$ cat src/rtl/demosaic_frame_ctrl.sv
// Frame sequencer for the Bayer demosaic: clears the demosaic, streams one raw frame
// from the frame buffer in raster order, appends two zero rows, then waits for done.
module demosaic_frame_ctrl #(
  parameter int width   = 320,
  parameter int height  = 240,
  parameter int ADDR_W  = 17,
  parameter int TIMEOUT = 8
) (
  input  logic              clk,
  input  logic              reset,
  input  logic              iStart,
  input  logic              iStall,
  output logic              oRdEn,
  output logic [ADDR_W-1:0] oRdAddr,
  input  logic [7:0]        iRdData,
  output logic              oDemosaicReset,
  output logic [7:0]        oPixData,
  output logic              oPixValid,
  input  logic              iDemosaicDone,
  output logic              oBusy,
  output logic              oFrameDone,
  output logic [15:0]       oFrameCount,
  output logic              oError,
  output logic [2:0]        dbg_state
);

  typedef enum logic [2:0] {
    S_IDLE, S_CLEAR, S_FETCH, S_FLUSH, S_DRAIN, S_DONE
  } state_t;

  // One counter walks both the pixel addresses and the flush beats, so it must hold both ranges.
  localparam int FLUSH_W = $clog2(2 * width);
  localparam int CNT_W   = (ADDR_W > FLUSH_W) ? ADDR_W : FLUSH_W;
  localparam int TMR_W   = (TIMEOUT > 1) ? $clog2(TIMEOUT) : 1;
  localparam logic [CNT_W-1:0] LAST_PIX   = CNT_W'(width * height - 1);
  localparam logic [CNT_W-1:0] LAST_FLUSH = CNT_W'(2 * width - 1);
  localparam logic [TMR_W-1:0] LAST_WAIT  = TMR_W'(TIMEOUT - 1);

  state_t             state_q, state_d;
  logic [CNT_W-1:0]   cnt_q, cnt_d;
  logic [TMR_W-1:0]   tmr_q, tmr_d;
  logic               valid_q, valid_d;
  logic               fetch_q, fetch_d;
  logic [15:0]        frame_cnt_q, frame_cnt_d;
  logic               err_q, err_d;
  logic               issue;

  // Beat protocol: a beat is issued in any FETCH/FLUSH cycle with iStall low; it appears
  // on oPixValid/oPixData exactly one cycle later, which is when iRdData for a FETCH
  // beat arrives. There is no ready: the demosaic accepts every valid beat.
  always_comb begin
    state_d     = state_q;
    cnt_d       = cnt_q;
    tmr_d       = tmr_q;
    err_d       = err_q;
    frame_cnt_d = frame_cnt_q;
    issue       = 1'b0;
    fetch_d     = 1'b0;
    case (state_q)
      S_IDLE: begin
        if (iStart) begin
          state_d = S_CLEAR;
          err_d   = 1'b0;
          cnt_d   = '0;
        end
      end
      S_CLEAR: state_d = S_FETCH;
      S_FETCH: begin
        if (!iStall) begin
          issue   = 1'b1;
          fetch_d = 1'b1;
          if (cnt_q == LAST_PIX) begin
            cnt_d   = '0;
            state_d = S_FLUSH;
          end else begin
            cnt_d = cnt_q + CNT_W'(1);
          end
        end
      end
      S_FLUSH: begin
        if (!iStall) begin
          issue = 1'b1;
          if (cnt_q == LAST_FLUSH) begin
            cnt_d   = '0;
            tmr_d   = '0;
            state_d = S_DRAIN;
          end else begin
            cnt_d = cnt_q + CNT_W'(1);
          end
        end
      end
      S_DRAIN: begin
        if (iDemosaicDone) begin
          state_d = S_DONE;
        end else if (tmr_q == LAST_WAIT) begin
          err_d   = 1'b1;
          state_d = S_DONE;
        end else begin
          tmr_d = tmr_q + TMR_W'(1);
        end
      end
      S_DONE: begin
        frame_cnt_d = frame_cnt_q + 16'd1;
        state_d     = S_IDLE;
      end
      default: state_d = S_IDLE;
    endcase
    valid_d = issue;
  end

  always_ff @(posedge clk) begin
    if (reset) begin
      state_q     <= S_IDLE;
      cnt_q       <= '0;
      tmr_q       <= '0;
      valid_q     <= 1'b0;
      fetch_q     <= 1'b0;
      frame_cnt_q <= 16'd0;
      err_q       <= 1'b0;
    end else begin
      state_q     <= state_d;
      cnt_q       <= cnt_d;
      tmr_q       <= tmr_d;
      valid_q     <= valid_d;
      fetch_q     <= fetch_d;
      frame_cnt_q <= frame_cnt_d;
      err_q       <= err_d;
    end
  end

  assign oRdEn          = (state_q == S_FETCH) && !iStall;
  assign oRdAddr        = oRdEn ? cnt_q[ADDR_W-1:0] : '0;
  assign oDemosaicReset = reset | (state_q == S_CLEAR);
  assign oPixValid      = valid_q;
  assign oPixData       = (valid_q && fetch_q) ? iRdData : 8'd0;
  assign oBusy          = (state_q != S_IDLE);
  assign oFrameDone     = (state_q == S_DONE);
  assign oFrameCount    = frame_cnt_q;
  assign oError         = err_q;
  assign dbg_state      = state_q;

endmodule

$ cat config.mk
export PLATFORM = sky130hd
export DESIGN_NAME = demosaic_frame_ctrl
export DESIGN_NICKNAME = d
export VERILOG_FILES = /design/src/rtl/demosaic_frame_ctrl.sv
export SDC_FILE = /design/constraint.sdc
export NUM_CORES = 1
export LEC_CHECK = 0
export CORE_UTILIZATION = 40
export DETAILED_ROUTE_END_ITERATION = 16
export DONT_BUFFER_PORTS = 1
export MAX_ROUTING_LAYER = met4
export PLACE_DENSITY_LB_ADDON = 0.2
export SLEW_MARGIN = 5
export SYNTH_ARGS = -nofsm -noshare
export SYNTH_HDL_FRONTEND = slang
export SYNTH_SLANG_ARGS = --single-unit
$ cat constraint.sdc
create_clock -name clk -period 4.2 [get_ports clk]
set_input_delay 0.84 -clock clk [delete_from_list [all_inputs] [get_ports clk]]
set_output_delay 0.84 -clock clk [all_outputs]
set_load 0.02 [all_outputs]
==> impl_metrics.csv, run 1 <==
group,metric,value,unit
worst_setup_path,end_kind,"output port",
synthesis,syn-instance-count,301,
finish,filler_cell_count,602,
global_route,largest_net_degree_at_the_start_of_global_routing,46,
synthesis,synth_compound_area_share,11.5,%
timing,timing.setup.tns,0,ps
timing,setup_ws,1390,ps
floorplan,io_pins,63,
synthesis,netlist.top_cell.by_area,"sky130_fd_sc_hd__dfxtp_1",
synthesis,yosys_register_bits,42,
placed_design,placement.io_buffers,0,
pwr,p_leak,0.846,nW
placed_design,gpl.final_weighted_congestion,0.740,
global_route,grt_util_met2,25.0,%
cts,cts_root_buffer,"sky130_fd_sc_hd__clkbuf_8",
finish,multi_input_comb_area,0.00140,sq mm
timing,finalHoldViolCount,0,
finish,fraction_of_layout_cells_with_a_size_suffix_above_1,5.23,%
timing,drv_slew,0,
timing,slew_headroom,31.9,%
routing,detail_route.wirelength,5280,um
floorplan,die_area,0.00618,sq mm
cts,ctsResizeCount,0,
synthesis,async_flop_share,0,%
synthesis,synth_top_family_by_area,"simple AND/OR/NAND/NOR gates",
pwr,powerDensity,292,mW/mm^2
routing,mean_number_of_vias_per_cell,5.74,
global_route,grt_antenna_before_repair,0,
synthesis,synth-seq-area-share,35.8,%
worst_setup_path,crit_path_max_incr_delay,670,ps
routing,routed-via-count,2062,
pwr,ir_worst_vdd,0.185,mV
floorplan,design.core.area,0.00557,sq mm
synthesis,synthesis.area,0.00235,sq mm
timing,hold-worst-slack,499,ps
finish,layout.area.seq,841,sq um
timing,setup_viol_count_final,0,
worst_setup_path,cp_top_family,"simple AND/OR/NAND/NOR gates",
cts,worst_skew_pair.late_latency,300,ps
floorplan,die_width,78.6,um
global_route,gr-usage-met1,25.3,%
worst_setup_path,critPathSlowestCell,"sky130_fd_sc_hd__dfxtp_1",
synthesis,synth_enable_flop_cells,0,
floorplan,placement_rows,27,
global_route,grt_pass1_wl,8680,um
synthesis,netlist-cell-type-count,45,
cts,tritoncts,"built",
global_route,grt.met3_usage,4.42,%
timing,setup_repair_after_global_routing_missed_its_margin,"no",
pwr,total_power,0.713,mW
worst_setup_path,cp_data_required_time,3360,ps
placed_design,post_dp_cell_area,0.00236,sq mm
cts,hold_buffers,0,
global_route,track_usage,18.1,%
placed_design,dp.cells,353,
timing,fmax,0.356,GHz
synthesis,synth_warn,0,
synthesis,synthFlopType,"sky130_fd_sc_hd__dfxtp_1",
timing,min_period,2810,ps
worst_setup_path,critPathArrivalTime,1970,ps
floorplan,die_h,78.6,um
routing,detail-route-antenna-nets,0,
worst_setup_path,crit_fanout,18,
synthesis,synth.area.mux_share,2.66,%
timing,finalCritPeriodShare,66.9,%
worst_setup_path,criticalPathCategory,"register to output port",
finish,final_area,0.00244,sq mm
synthesis,ys_top_cells_by_count,"sky130_fd_sc_hd__dfxtp_1, sky130_fd_sc_hd__nor2_1, sky130_fd_sc_hd__nand2_1, sky130_fd_sc_hd__nand3_1, sky130_fd_sc_hd__and2_1",
synthesis,postSynthAreaPerCell,7.80,sq um
finish,syn2layout_area_growth,4.00,%
synthesis,syn_nets,318,
floorplan,start_util,42.1,%
cts,tritoncts.num_buffers,5,
routing,drt-wirelength-per-cell,14.7,um
finish,final_cell_count_without_fillers,359,
global_route,gr-max-usage-layer,"met1",
cts,htreeDepth,2,
cts,cts_setup_buffers,0,
worst_setup_path,worstSetupStartpointType,"register",
placed_design,dpl_worst_slack,1680,ps
worst_setup_path,cells_along_the_critical_path,"nand2b_1, nor3_2, buf_4, and2_1",
cts,cts.clk_slew.worst_paths,70,ps
worst_setup_path,worst-path-buf-inv,1,
routing,detailedRoute.firstIterationViolations,109,
synthesis,synth_xor_area_share,4.10,%
global_route,first_global_vias,1769,
cts,max-clock-path-buffers,2,
run_status,status,"completed",
routing,drcViolationCount,0,
worst_setup_path,r2r_setup_slack,1790,ps
finish,antenna_cells_inserted,0,
synthesis,yosys-top-cells-area,"sky130_fd_sc_hd__dfxtp_1, sky130_fd_sc_hd__and2_1, sky130_fd_sc_hd__nand3_1",
placed_design,place_hpwl,3520,um
job,max_cap_violation_count,0,
global_route,total_grt_overflow,0,
synthesis,post_synth_fa_ha_maj_area_fraction,2.13,%
routing,detailedRoute.firstPassIterationCount,4,
synthesis,yosysTopAreaCellShare,35.8,%
cts,cts_num_sinks,42,
hold_path,min_path_type,"register to register",
finish,finish.utilization,43.8,%
synthesis,yosysMostFrequentCell,"sky130_fd_sc_hd__dfxtp_1",
timing,tightestPinTransition,1020,ps
finish,nets,305,
timing,final.setup_skew,8.09,ps
synthesis,yosys.area_share.simple,39.2,%
[sequential cells by signal (all words and copies together) (netlist names)]
register / cells
cnt_q: 17
dbg_state: 3
fetch_q: 1
oError: 1
oFrameCount: 16
oPixValid: 1
tmr_q: 3
[layer usage]
layer / wire length, um / share of wire, % / up-vias
met2: 2180 / 41 / 59
met4: 78 / 1.5 / 0
met5: 0 / 0 / -
met3: 305 / 5.8 / 9
met1: 2710 / 51 / 943
li1: - / - / 1051
[worst min-delay path: cells and delay by family, from the launching register on]
| family | cells | cell delay, ps |
|---|---|---|
| flops | 1 | 330 |
| mux | 1 | 70 |
| simple gates | 1 | 70 |
[logic make-up after synthesis]
kind of cell	count (synthesis)
flops	42
compound gates	43
xor+xnor	11
simple gates	170
mux	6
fa+ha+maj	4
buf+inv	25
[cells in the final DEF (no fill, tap or decap), types with 3 or more instances in the layout]
master                     instances
sky130_fd_sc_hd__nor2_1           28
sky130_fd_sc_hd__dfxtp_1          42
sky130_fd_sc_hd__inv_1             3
sky130_fd_sc_hd__xor2_1            5
sky130_fd_sc_hd__o211ai_1          3
sky130_fd_sc_hd__and2_1           19
sky130_fd_sc_hd__mux2i_1           4
sky130_fd_sc_hd__a31oi_1           6
sky130_fd_sc_hd__ha_1              4
sky130_fd_sc_hd__or3_1             5
sky130_fd_sc_hd__clkbuf_8          6
sky130_fd_sc_hd__nand2_1          26
sky130_fd_sc_hd__nand2b_1          3
sky130_fd_sc_hd__nor3_1           16
sky130_fd_sc_hd__o21ai_0           6
sky130_fd_sc_hd__xnor2_1           6
sky130_fd_sc_hd__and3_1           15
sky130_fd_sc_hd__nand3_1          21
sky130_fd_sc_hd__a21oi_1          16
sky130_fd_sc_hd__nand4_1          11
sky130_fd_sc_hd__nor4_1            5
sky130_fd_sc_hd__nor2b_1           5
[path summary, 6_finish.rpt]
path,from,end,depth (start not counted)
setup / recovery,dbg_state[1]$_SDFFE_PP0P_,oRdAddr[16],4
hold / removal,tmr_q[1]$_SDFFE_PP0P_,tmr_q[1]$_SDFFE_PP0P_,2
setup reg to reg,dbg_state[0]$_SDFFE_PP0P_,dbg_state[2]$_SDFFE_PP0P_,5
hold reg to reg,tmr_q[1]$_SDFFE_PP0P_,tmr_q[1]$_SDFFE_PP0P_,2
[cell type report]
class,count,area share (%)
Multi-Input combinational cell,234,57.4
Tap cell,72,3.69
Timing Repair Buffer,2,0.615
Clock buffer,6,3.38
Inverter,3,0.461
Sequential cell,42,34.4
[power by group]
part	total (mW)	internal (mW)	switching (mW)	leakage [nW]
clock network	0.261	0.127	0.135	0.0431
logic	0.0398	0.0124	0.0274	0.464
registers	0.412	0.401	0.0105	0.339
total	0.713	0.540	0.172	0.846
(Power assumes the default switching activity.)
==> run 2, diff against run 1 <==
clock period = 2.5 ns   (was 4.2 ns; I/O delays follow)
==> impl_metrics.csv, run 2 (synthesized netlist as in run 1, its figures left out) <==
group,metric,value,unit
run_status,status,"completed",
global_route,grt_antenna_before_repair,0,
floorplan,io_pins,63,
global_route,total_grt_overflow,0,
worst_setup_path,crit_start,"dbg_state[1]$_SDFFE_PP0P_",
worst_setup_path,worstSetupStartpointType,"register",
worst_setup_path,crit_fanout,18,
floorplan,placement_rows,27,
global_route,track_usage,18.5,%
placed_design,post_dp_cell_area,0.00242,sq mm
finish,fraction_of_layout_cells_with_a_size_suffix_above_1,8.42,%
finish,final_area,0.00256,sq mm
timing,finalCritPeriodShare,91.0,%
timing,finalHoldViolCount,0,
global_route,grt_pass1_wl,8850,um
cts,tritoncts,"built",
pwr,powerDensity,552,mW/mm^2
hold_path,min_path_type,"input pin to register",
pwr,ir_worst_vdd,0.290,mV
cts,worst_skew_pair.late_latency,300,ps
finish,final_cell_count_without_fillers,369,
finish,finish.utilization,45.9,%
finish,mostFrequentLayoutCell,"sky130_fd_sc_hd__dfxtp_1",
global_route,largest_net_degree_at_the_start_of_global_routing,46,
finish,layout.area.seq,841,sq um
timing,setup_viol_count_final,0,
timing,min_period,2270,ps
finish,antenna_cells_inserted,0,
routing,detail-route-antenna-nets,0,
finish,filler_cell_count,566,
routing,drcViolationCount,0,
timing,setup_repair_after_global_routing_missed_its_margin,"no",
cts,cts_setup_buffers,0,
timing,fmax,0.440,GHz
finish,largest_register_ff_count,17,
placed_design,gpl.final_weighted_congestion,0.842,
floorplan,die_area,0.00618,sq mm
cts,ctsResizeCount,0,
worst_setup_path,critPathArrivalTime,1770,ps
floorplan,start_util,42.1,%
finish,multi_input_comb_area,0.00140,sq mm
worst_setup_path,cp_data_required_time,2000,ps
hold_path,holdCritStartpoint,"reset",
floorplan,die_width,78.6,um
floorplan,design.core.area,0.00557,sq mm
timing,timing.setup.tns,0,ps
timing,slew_headroom,47.7,%
cts,htreeDepth,2,
pwr,p_leak,0.912,nW
timing,tightestPinTransition,783,ps
routing,routed-via-count,2116,
worst_setup_path,end_kind,"output port",
floorplan,die_h,78.6,um
worst_setup_path,criticalPathCategory,"register to output port",
finish,nets,313,
finish,syn2layout_area_growth,8.90,%
placed_design,placement.io_buffers,0,
cts,cts_root_buffer,"sky130_fd_sc_hd__clkbuf_8",
placed_design,place_hpwl,3740,um
cts,tritoncts.num_buffers,5,
routing,detail_route.wirelength,5330,um
worst_setup_path,r2r_setup_slack,360,ps
finish,layout_common_cells,"sky130_fd_sc_hd__dfxtp_1, sky130_fd_sc_hd__nor2_1, sky130_fd_sc_hd__nand2_1",
timing,drv_slew,0,
cts,max-clock-path-buffers,2,
placed_design,dp.cells,361,
cts,cts.clk_slew.worst_paths,80,ps
global_route,first_global_vias,1859,
routing,drt-wirelength-per-cell,14.4,um
cts,cts_num_sinks,42,
timing,final.setup_skew,5.56,ps
cts,hold_buffers,0,
worst_setup_path,worst_r2r_startpoint,"cnt_q[0]$_SDFFE_PP0P_",
finish,max_flop_register,"cnt_q",
routing,detailedRoute.firstIterationViolations,136,
job,max_cap_violation_count,0,
routing,detailedRoute.firstPassIterationCount,4,
routing,mean_number_of_vias_per_cell,5.73,
run 2: layout make-up:
| type | count | share of cell area (%) |
|---|---|---|
| clock buffer | 5 | 2.69 |
| clock inverter | 3 | 2.69 |
| inverter | 3 | 0.440 |
| multi-input combinational | 234 | 54.8 |
| sequential | 42 | 32.9 |
| tap | 72 | 3.52 |
| timing repair buffer | 10 | 2.94 |
run 2: worst max-delay path: stages, from the launching register on:
cell,delay [ps]
sky130_fd_sc_hd__dfxtp_1,540
sky130_fd_sc_hd__nand2b_1,260
sky130_fd_sc_hd__nor3_2,150
sky130_fd_sc_hd__buf_4,240
sky130_fd_sc_hd__and2_1,280
run 2: final timing paths:
check	cells past startpoint	endpoint
worst max-delay path	4	oRdAddr[7]
worst min-delay path	1	oFrameCount[0]$_SDFFE_PP0P_
worst max register to register	6	dbg_state[2]$_SDFFE_PP0P_
worst min register to register	2	tmr_q[1]$_SDFFE_PP0P_
run 2: power breakdown:
part           leakage [nW]  internal [mW]  switching (mW)
combinational         0.504         0.0266          0.0537
sequential            0.339          0.674          0.0115
clock                0.0683          0.400           0.246
run 2: per-stage QoR:
stage          worst slack [ps]  power [mW]  hold WS [ps]
3_5_place_dp                389       0.782           490
2_1_floorplan               208       0.769           465
5_1_grt                    77.6        1.46           238
6_report                    225        1.41           259
4_1_cts                     204        1.43           244
3_3_place_gp                390       0.781           482
run 2: routing by layer:
layer | vias to the layer above | wire length [um] | track usage, %
met4 | 0 | 70 | 5.56
li1 | 1063 | - | -
met5 | - | 0 | -
met1 | 995 | 2620 | 25.0
met3 | 6 | 292 | 4.65
met2 | 52 | 2340 | 26.8
